$ cat config.mk
export PLATFORM = sky130hd
export DESIGN_NAME = snn_tile_streamer
export DESIGN_NICKNAME = d
export VERILOG_FILES = /design/src/rtl/snn_tile_streamer.sv
export SDC_FILE = /design/constraint.sdc
export NUM_CORES = 2
export LEC_CHECK = 0
export CAP_MARGIN = 5
export CORE_AREA = 5 5 458 460
export CTS_CLUSTER_DIAMETER = 30
export DETAILED_ROUTE_END_ITERATION = 8
export DIE_AREA = 0 0 463 465
export SLEW_MARGIN = 10
export SYNTH_ARGS = -nofsm -noshare
export SYNTH_HDL_FRONTEND = slang
export SYNTH_SLANG_ARGS = --single-unit
$ cat constraint.sdc
create_clock -name iClk -period 8.4 [get_ports iClk]
set_input_delay 2.52 -clock iClk [delete_from_list [all_inputs] [get_ports iClk]]
set_output_delay 2.52 -clock iClk [all_outputs]
set_load 0.01 [all_outputs]
$ cat src/rtl/snn_tile_streamer.sv
// Tile buffer and start/stream sequencer feeding the SNN core input port.
// Loads IMAGE_WIDTH^2 pixels, then on go emits start, one gap cycle, the raster stream and a flush tail.
module snn_tile_streamer #(
  parameter int unsigned IMAGE_WIDTH = 16,
  parameter int unsigned DATA_WIDTH  = 8,
  parameter int unsigned TAIL_CYCLES = 26
) (
  input  logic                                         iClk,
  input  logic                                         iRst,
  input  logic [DATA_WIDTH-1:0]                        iWrData,
  input  logic                                         iWrValid,
  output logic                                         oWrReady,
  input  logic                                         iGo,
  output logic                                         oStart,
  output logic [DATA_WIDTH-1:0]                        oData,
  output logic                                         oValid,
  output logic                                         oBusy,
  output logic                                         oDone,
  output logic [$clog2(IMAGE_WIDTH*IMAGE_WIDTH):0]     oLevel
);

  localparam int unsigned PIXEL_COUNT = IMAGE_WIDTH * IMAGE_WIDTH;
  localparam int unsigned ADDR_W      = $clog2(PIXEL_COUNT);
  localparam int unsigned LEVEL_W     = ADDR_W + 1;
  localparam int unsigned TAIL_W      = $clog2(TAIL_CYCLES);

  typedef enum logic [2:0] {
    S_LOAD, S_FULL, S_START, S_GAP, S_STREAM, S_TAIL
  } state_t;

  state_t                  state_q, state_d;
  logic [LEVEL_W-1:0]      wr_cnt_q, wr_cnt_d;
  logic [ADDR_W-1:0]       rd_cnt_q, rd_cnt_d, rd_next;
  logic [TAIL_W-1:0]       tail_cnt_q, tail_cnt_d;
  logic                    wr_ready_q, wr_ready_d;
  logic                    start_q, start_d;
  logic                    valid_q, valid_d;
  logic [DATA_WIDTH-1:0]   data_q, data_d;
  logic                    busy_q, busy_d;
  logic                    done_q, done_d;
  logic                    mem_we;
  logic [DATA_WIDTH-1:0]   mem_q [PIXEL_COUNT];

  always_comb begin
    state_d    = state_q;
    wr_cnt_d   = wr_cnt_q;
    rd_cnt_d   = rd_cnt_q;
    tail_cnt_d = tail_cnt_q;
    wr_ready_d = 1'b0;
    start_d    = 1'b0;
    valid_d    = 1'b0;
    data_d     = '0;
    busy_d     = busy_q;
    done_d     = 1'b0;
    mem_we     = 1'b0;
    rd_next    = rd_cnt_q + 1'b1;
    case (state_q)
      S_LOAD: begin
        wr_ready_d = 1'b1;
        if (iWrValid && wr_ready_q && (wr_cnt_q != LEVEL_W'(PIXEL_COUNT))) begin
          mem_we   = 1'b1;
          wr_cnt_d = wr_cnt_q + 1'b1;
          if (wr_cnt_q == LEVEL_W'(PIXEL_COUNT - 1)) begin
            state_d    = S_FULL;
            wr_ready_d = 1'b0;
          end
        end
      end
      S_FULL: begin
        if (iGo) begin
          state_d = S_START;
          start_d = 1'b1;
          busy_d  = 1'b1;
        end
      end
      S_START: begin
        state_d  = S_GAP;
        rd_cnt_d = '0;
      end
      // Output flops lead the state by one cycle, so the first pixel is fetched while in GAP.
      S_GAP: begin
        state_d = S_STREAM;
        valid_d = 1'b1;
        data_d  = mem_q[rd_cnt_q];
      end
      S_STREAM: begin
        if (rd_cnt_q == ADDR_W'(PIXEL_COUNT - 1)) begin
          state_d    = S_TAIL;
          tail_cnt_d = '0;
        end else begin
          valid_d  = 1'b1;
          rd_cnt_d = rd_next;
          data_d   = mem_q[rd_next];
        end
      end
      S_TAIL: begin
        tail_cnt_d = tail_cnt_q + 1'b1;
        if (tail_cnt_q == TAIL_W'(TAIL_CYCLES - 2)) begin
          done_d   = 1'b1;
          wr_cnt_d = '0;
        end
        if (tail_cnt_q == TAIL_W'(TAIL_CYCLES - 1)) begin
          state_d    = S_LOAD;
          wr_ready_d = 1'b1;
          busy_d     = 1'b0;
        end
      end
      default: state_d = S_LOAD;
    endcase
  end

  always_ff @(posedge iClk or negedge iRst) begin
    if (!iRst) begin
      state_q    <= S_LOAD;
      wr_cnt_q   <= '0;
      rd_cnt_q   <= '0;
      tail_cnt_q <= '0;
      wr_ready_q <= 1'b1;
      start_q    <= 1'b0;
      valid_q    <= 1'b0;
      data_q     <= '0;
      busy_q     <= 1'b0;
      done_q     <= 1'b0;
    end else begin
      state_q    <= state_d;
      wr_cnt_q   <= wr_cnt_d;
      rd_cnt_q   <= rd_cnt_d;
      tail_cnt_q <= tail_cnt_d;
      wr_ready_q <= wr_ready_d;
      start_q    <= start_d;
      valid_q    <= valid_d;
      data_q     <= data_d;
      busy_q     <= busy_d;
      done_q     <= done_d;
    end
  end

  always_ff @(posedge iClk) begin
    if (mem_we) mem_q[wr_cnt_q[ADDR_W-1:0]] <= iWrData;
  end

  assign oWrReady = wr_ready_q;
  assign oStart   = start_q;
  assign oData    = data_q;
  assign oValid   = valid_q;
  assign oBusy    = busy_q;
  assign oDone    = done_q;
  assign oLevel   = wr_cnt_q;

endmodule

==> results.py <==
metrics = {
    "outcome": {
        "run_status": "finished, final reports clean",
    },
    "synth": {
        "net_count_synth": 5089,
        "muxShareOfSynthArea_pct": 27.01,
        "synth-compound-area-share_pct": 3.136,
        "synthesis.instances": 5068,
        "synthArstFlopShare_pct": 1.822,
        "synth.top_cells.by_area": "edfxtp_1, mux4_2, mux2i_1",
        "synth_top_family_by_area": "multiplexers",
        "synthesized_area_um2": 98000,
        "synthDistinctLibCells": 72,
        "synth_enable_flop_cells": 2048,
        "yosys.area_share.adder_pct": 0.1149,
        "post_synth_and_or_nand_nor_area_fraction_pct": 3.487,
        "ys_ff_latch": 2086,
        "most_common_cell_in_the_netlist": "edfxtp_1",
        "post_synth_most_frequent_cells": "edfxtp_1, mux4_2, nor2_1",
        "ys.flop_type": "edfxtp_1",
        "synth_xor_xnor_area_share_pct": 0.1596,
        "syn-mean-instance-area_um2": 19.34,
        "ys_warn_count": 0,
        "synthDominantCellAreaShare_pct": 62.75,
        "yosysSeqAreaShare_pct": 63.72,
        "synth_largest_area_cell": "edfxtp_1",
    },
    "setup_path": {
        "endpoint_kind": "register",
        "critPathMaxStageDelay_ns": 0.81,
        "crit_path_start_kind": "register",
        "critical_path_peak_fanout": 87,
        "cell_by_cell_trace_of_the_critical_path": "buf_12, nand3_2, xnor2_2, buf_4, buf_4, nand2_1, o22ai_1, a2111oi_0, o32ai_1, o2bb2ai_1",
        "endpoint_of_the_worst_register_to_register_path": "oData[7]",
        "worst-endpoint-required_ns": 9.22,
        "worst_r2r_path_depth": 10,
        "crit-reg2reg-launch": "rd_cnt_q[1]",
        "setup.worst_path.class": "reg -> reg",
        "critical_path.slowest_cell": "buf_4",
        "path_common_cell": "buf_4",
        "data_arrival_time_of_the_critical_path_ns": 6.04,
        "regToRegSetupSlack_ns": 3.18,
    },
    "timing": {
        "timing.final.crit_share_pct": 62.13,
        "setup-tns-final_ns": 0,
        "finalMaxSlewViolations": 0,
        "timing.final.hold_violations": 0,
        "final_setup_fails": 0,
        "finalClockSkew_ns": 0.06835,
        "grt_setup_unrepaired": "false",
        "worstMarginPinSlew_ns": 1.227,
        "fin_crit_ns": 5.219,
        "relSlewSlack_pct": 16.05,
        "clock.fmax_mhz": 191.6,
    },
    "clock_network": {
        "tritoncts": "done",
        "clockBufferDepth": 4,
        "cts_hold_buffers": 0,
        "htreeDepth": 5,
        "cts.reportedPaths.clkPinSlew_ns": 0.05,
        "cts-buffers-inserted": 425,
        "clk-insertion-delay-late_ns": 1.00,
        "cts_root_buf": "clkbuf_16",
        "numClockSinks": 2086,
        "number_of_cells_upsized_or_downsized_after_cts": 0,
        "cts_setup_buffers": 0,
    },
    "global_route": {
        "antenna_found_initial": 17,
        "met2_usage_pct": 45.59,
        "grt_pass1_vias": 57470,
        "first_pass_grt_wire_length_um": 463000,
        "met1_routing_resource_usage_after_global_routing_pct": 42.74,
        "global_route_overflow": 0,
        "globalRouteTotalUtil_pct": 30.62,
        "grt_use_met3_pct": 9.081,
        "most_used_layer_global_route": "met2",
        "grt_max_degree": 146,
    },
    "place": {
        "portBuffers": 33,
        "post-dp-hpwl_um": 206600,
        "gp_routability_congestion": 0.9296,
        "dpl.cell_count": 7521,
    },
    "detailed_routing": {
        "drtAntennaViolNets": 0,
        "wirelength_um": 333200,
        "drt-pass1-iter-count": 8,
        "drt-vias-per-instance": 7.113,
        "wire_per_inst_um": 40.16,
        "route.detailed.drc": 0,
        "drt-initial-drc-count": 9437,
        "total_via_count_in_the_routed_design": 59010,
    },
    "floorplanning": {
        "top_level_ports": 34,
        "die_width_um": 463,
        "rows": 167,
        "starting_density_of_the_core_pct": 47.67,
        "die_h_um": 465,
        "floorplan.core_area_um2": 205600,
        "overall_die_area_um2": 215300,
    },
    "power_and_ir_drop": {
        "peakVddDrop_v": 0.0002482,
        "p_per_area_nw_per_um2": 252.1,
        "p_leak_nw": 34.79,
    },
    "final_layout": {
        "drive_gt1_share_pct": 34.82,
        "final_nets": 5265,
        "fillers": 15360,
        "finish.utilization_pct": 56.03,
        "area.growth.synth_to_final_pct": 17.55,
        "finish.cell_count_without_fillers": 8296,
    },
    "hold_path": {
        "hold_end": "oBusy",
        "worst_hold_startpoint": "oBusy",
        "worstHoldPathType": "reg -> reg",
        "timing.hold.worst_path_depth": 1,
    },
    "run": {
        "drv_cap": 0,
    },
}
[critical path: cells and delay by family, from the launching register on]
kind / cells / cell delay (ns)
buffers and inverters: 3 / 1.75
AO/OA/AOI/OAI: 4 / 1.17
AND/OR/NAND/NOR: 2 / 1.11
flip-flops: 1 / 0.62
XOR/XNOR: 1 / 0.29
[state kept, by name, summed over array words and instances (netlist names)]
name	cells
mem_q	2048
oLevel	9
oData	8
rd_cnt_q	8
tail_cnt_q	5
state_q	3
oBusy	1
oDone	1
oStart	1
oValid	1
oWrReady	1
[metrics by stage]
step           power [mW]  hold WS [ns]  setup slack (ns)  instance area [um2]
2_1_floorplan       11.97        0.4837             3.863                98000
3_3_place_gp        12.53        0.4617             2.456               100900
3_5_place_dp        12.53        0.4702             2.501               100900
4_1_cts             29.11        0.4800             3.221               115200
5_1_grt             29.71        0.4998             3.114               115200
6_report            29.04        0.4751             3.181               115200
[layer usage]
| layer | share of wire (%) | up-vias |
|---|---|---|
| li1 | - | 22330 |
| met1 | 37 | 31320 |
| met2 | 45 | 4636 |
| met3 | 13 | 719 |
| met4 | 4.5 | 8 |
| met5 | 0.018 | - |
[cell usage in the layout (no fill, tap or decap), types with 11 or more instances in the layout]
| cell | instances |
|---|---|
| a31oi_1 | 21 |
| a22oi_1 | 40 |
| mux4_2 | 1070 |
| clkbuf_16 | 430 |
| nand2_1 | 274 |
| bufinv_16 | 51 |
| a22o_1 | 11 |
| clkbuf_1 | 33 |
| o221ai_1 | 85 |
| nor4_1 | 16 |
| inv_8 | 17 |
| edfxtp_1 | 2048 |
| clkinvlp_4 | 52 |
| o21ai_0 | 29 |
| a32oi_1 | 23 |
| nand3_1 | 70 |
| a21oi_1 | 68 |
| clkdlybuf4s50_1 | 24 |
| clkinv_4 | 43 |
| o31ai_1 | 14 |
| buf_4 | 99 |
| clkinv_2 | 47 |
| dfrtp_1 | 32 |
| o22ai_1 | 51 |
| nor2_1 | 310 |
| nand4_1 | 18 |
| buf_12 | 24 |
| mux2i_1 | 224 |
| inv_6 | 42 |
| clkinv_1 | 48 |
| nor3_1 | 43 |
[area by class of cell]
| type | count | area, um2 | share of cell area (%) |
|---|---|---|---|
| Antenna cell | 9 | 22.52 | 0.01955 |
| Clock buffer | 463 | 10880 | 9.448 |
| Clock inverter | 303 | 3351 | 2.909 |
| Inverter | 14 | 61.31 | 0.05322 |
| Multi-Input combinational cell | 2561 | 33450 | 29.04 |
| Sequential cell | 2086 | 62460 | 54.22 |
| Tap cell | 2704 | 3383 | 2.937 |
| Timing Repair Buffer | 156 | 1579 | 1.371 |
[worst max-delay path by stage]
| stage | end | slack (ns) | startpoint | cells past startpoint |
|---|---|---|---|---|
| after floorplan | mem_q[110][0] | 3.86 | iWrValid | 6 |
| after global placement | mem_q[132][2] | 2.46 | iWrValid | 8 |
| after detailed placement | mem_q[181][1] | 2.50 | iWrValid | 8 |
| after CTS | oData[7] | 3.22 | rd_cnt_q[1] | 10 |
| after global routing | oData[7] | 3.11 | rd_cnt_q[1] | 10 |
| final | oData[7] | 3.18 | rd_cnt_q[1] | 10 |
[cells by family (layout without fill, tap and decap cells)]
family,after synthesis,count (layout)
flops,2086,2086
mux,1306,1306
simple gates,805,805
compound gates,424,424
buf+inv,421,936
xor+xnor,17,17
fa+ha+maj,9,9
other cells,0,9
[power by group]
| part | switching [mW] | internal, mW |
|---|---|---|
| sequential | 0.0803 | 11.5 |
| clock | 5.72 | 11.0 |
| combinational | 0.611 | 0.124 |
No activity file was read; power rests on OpenSTA's default activity.
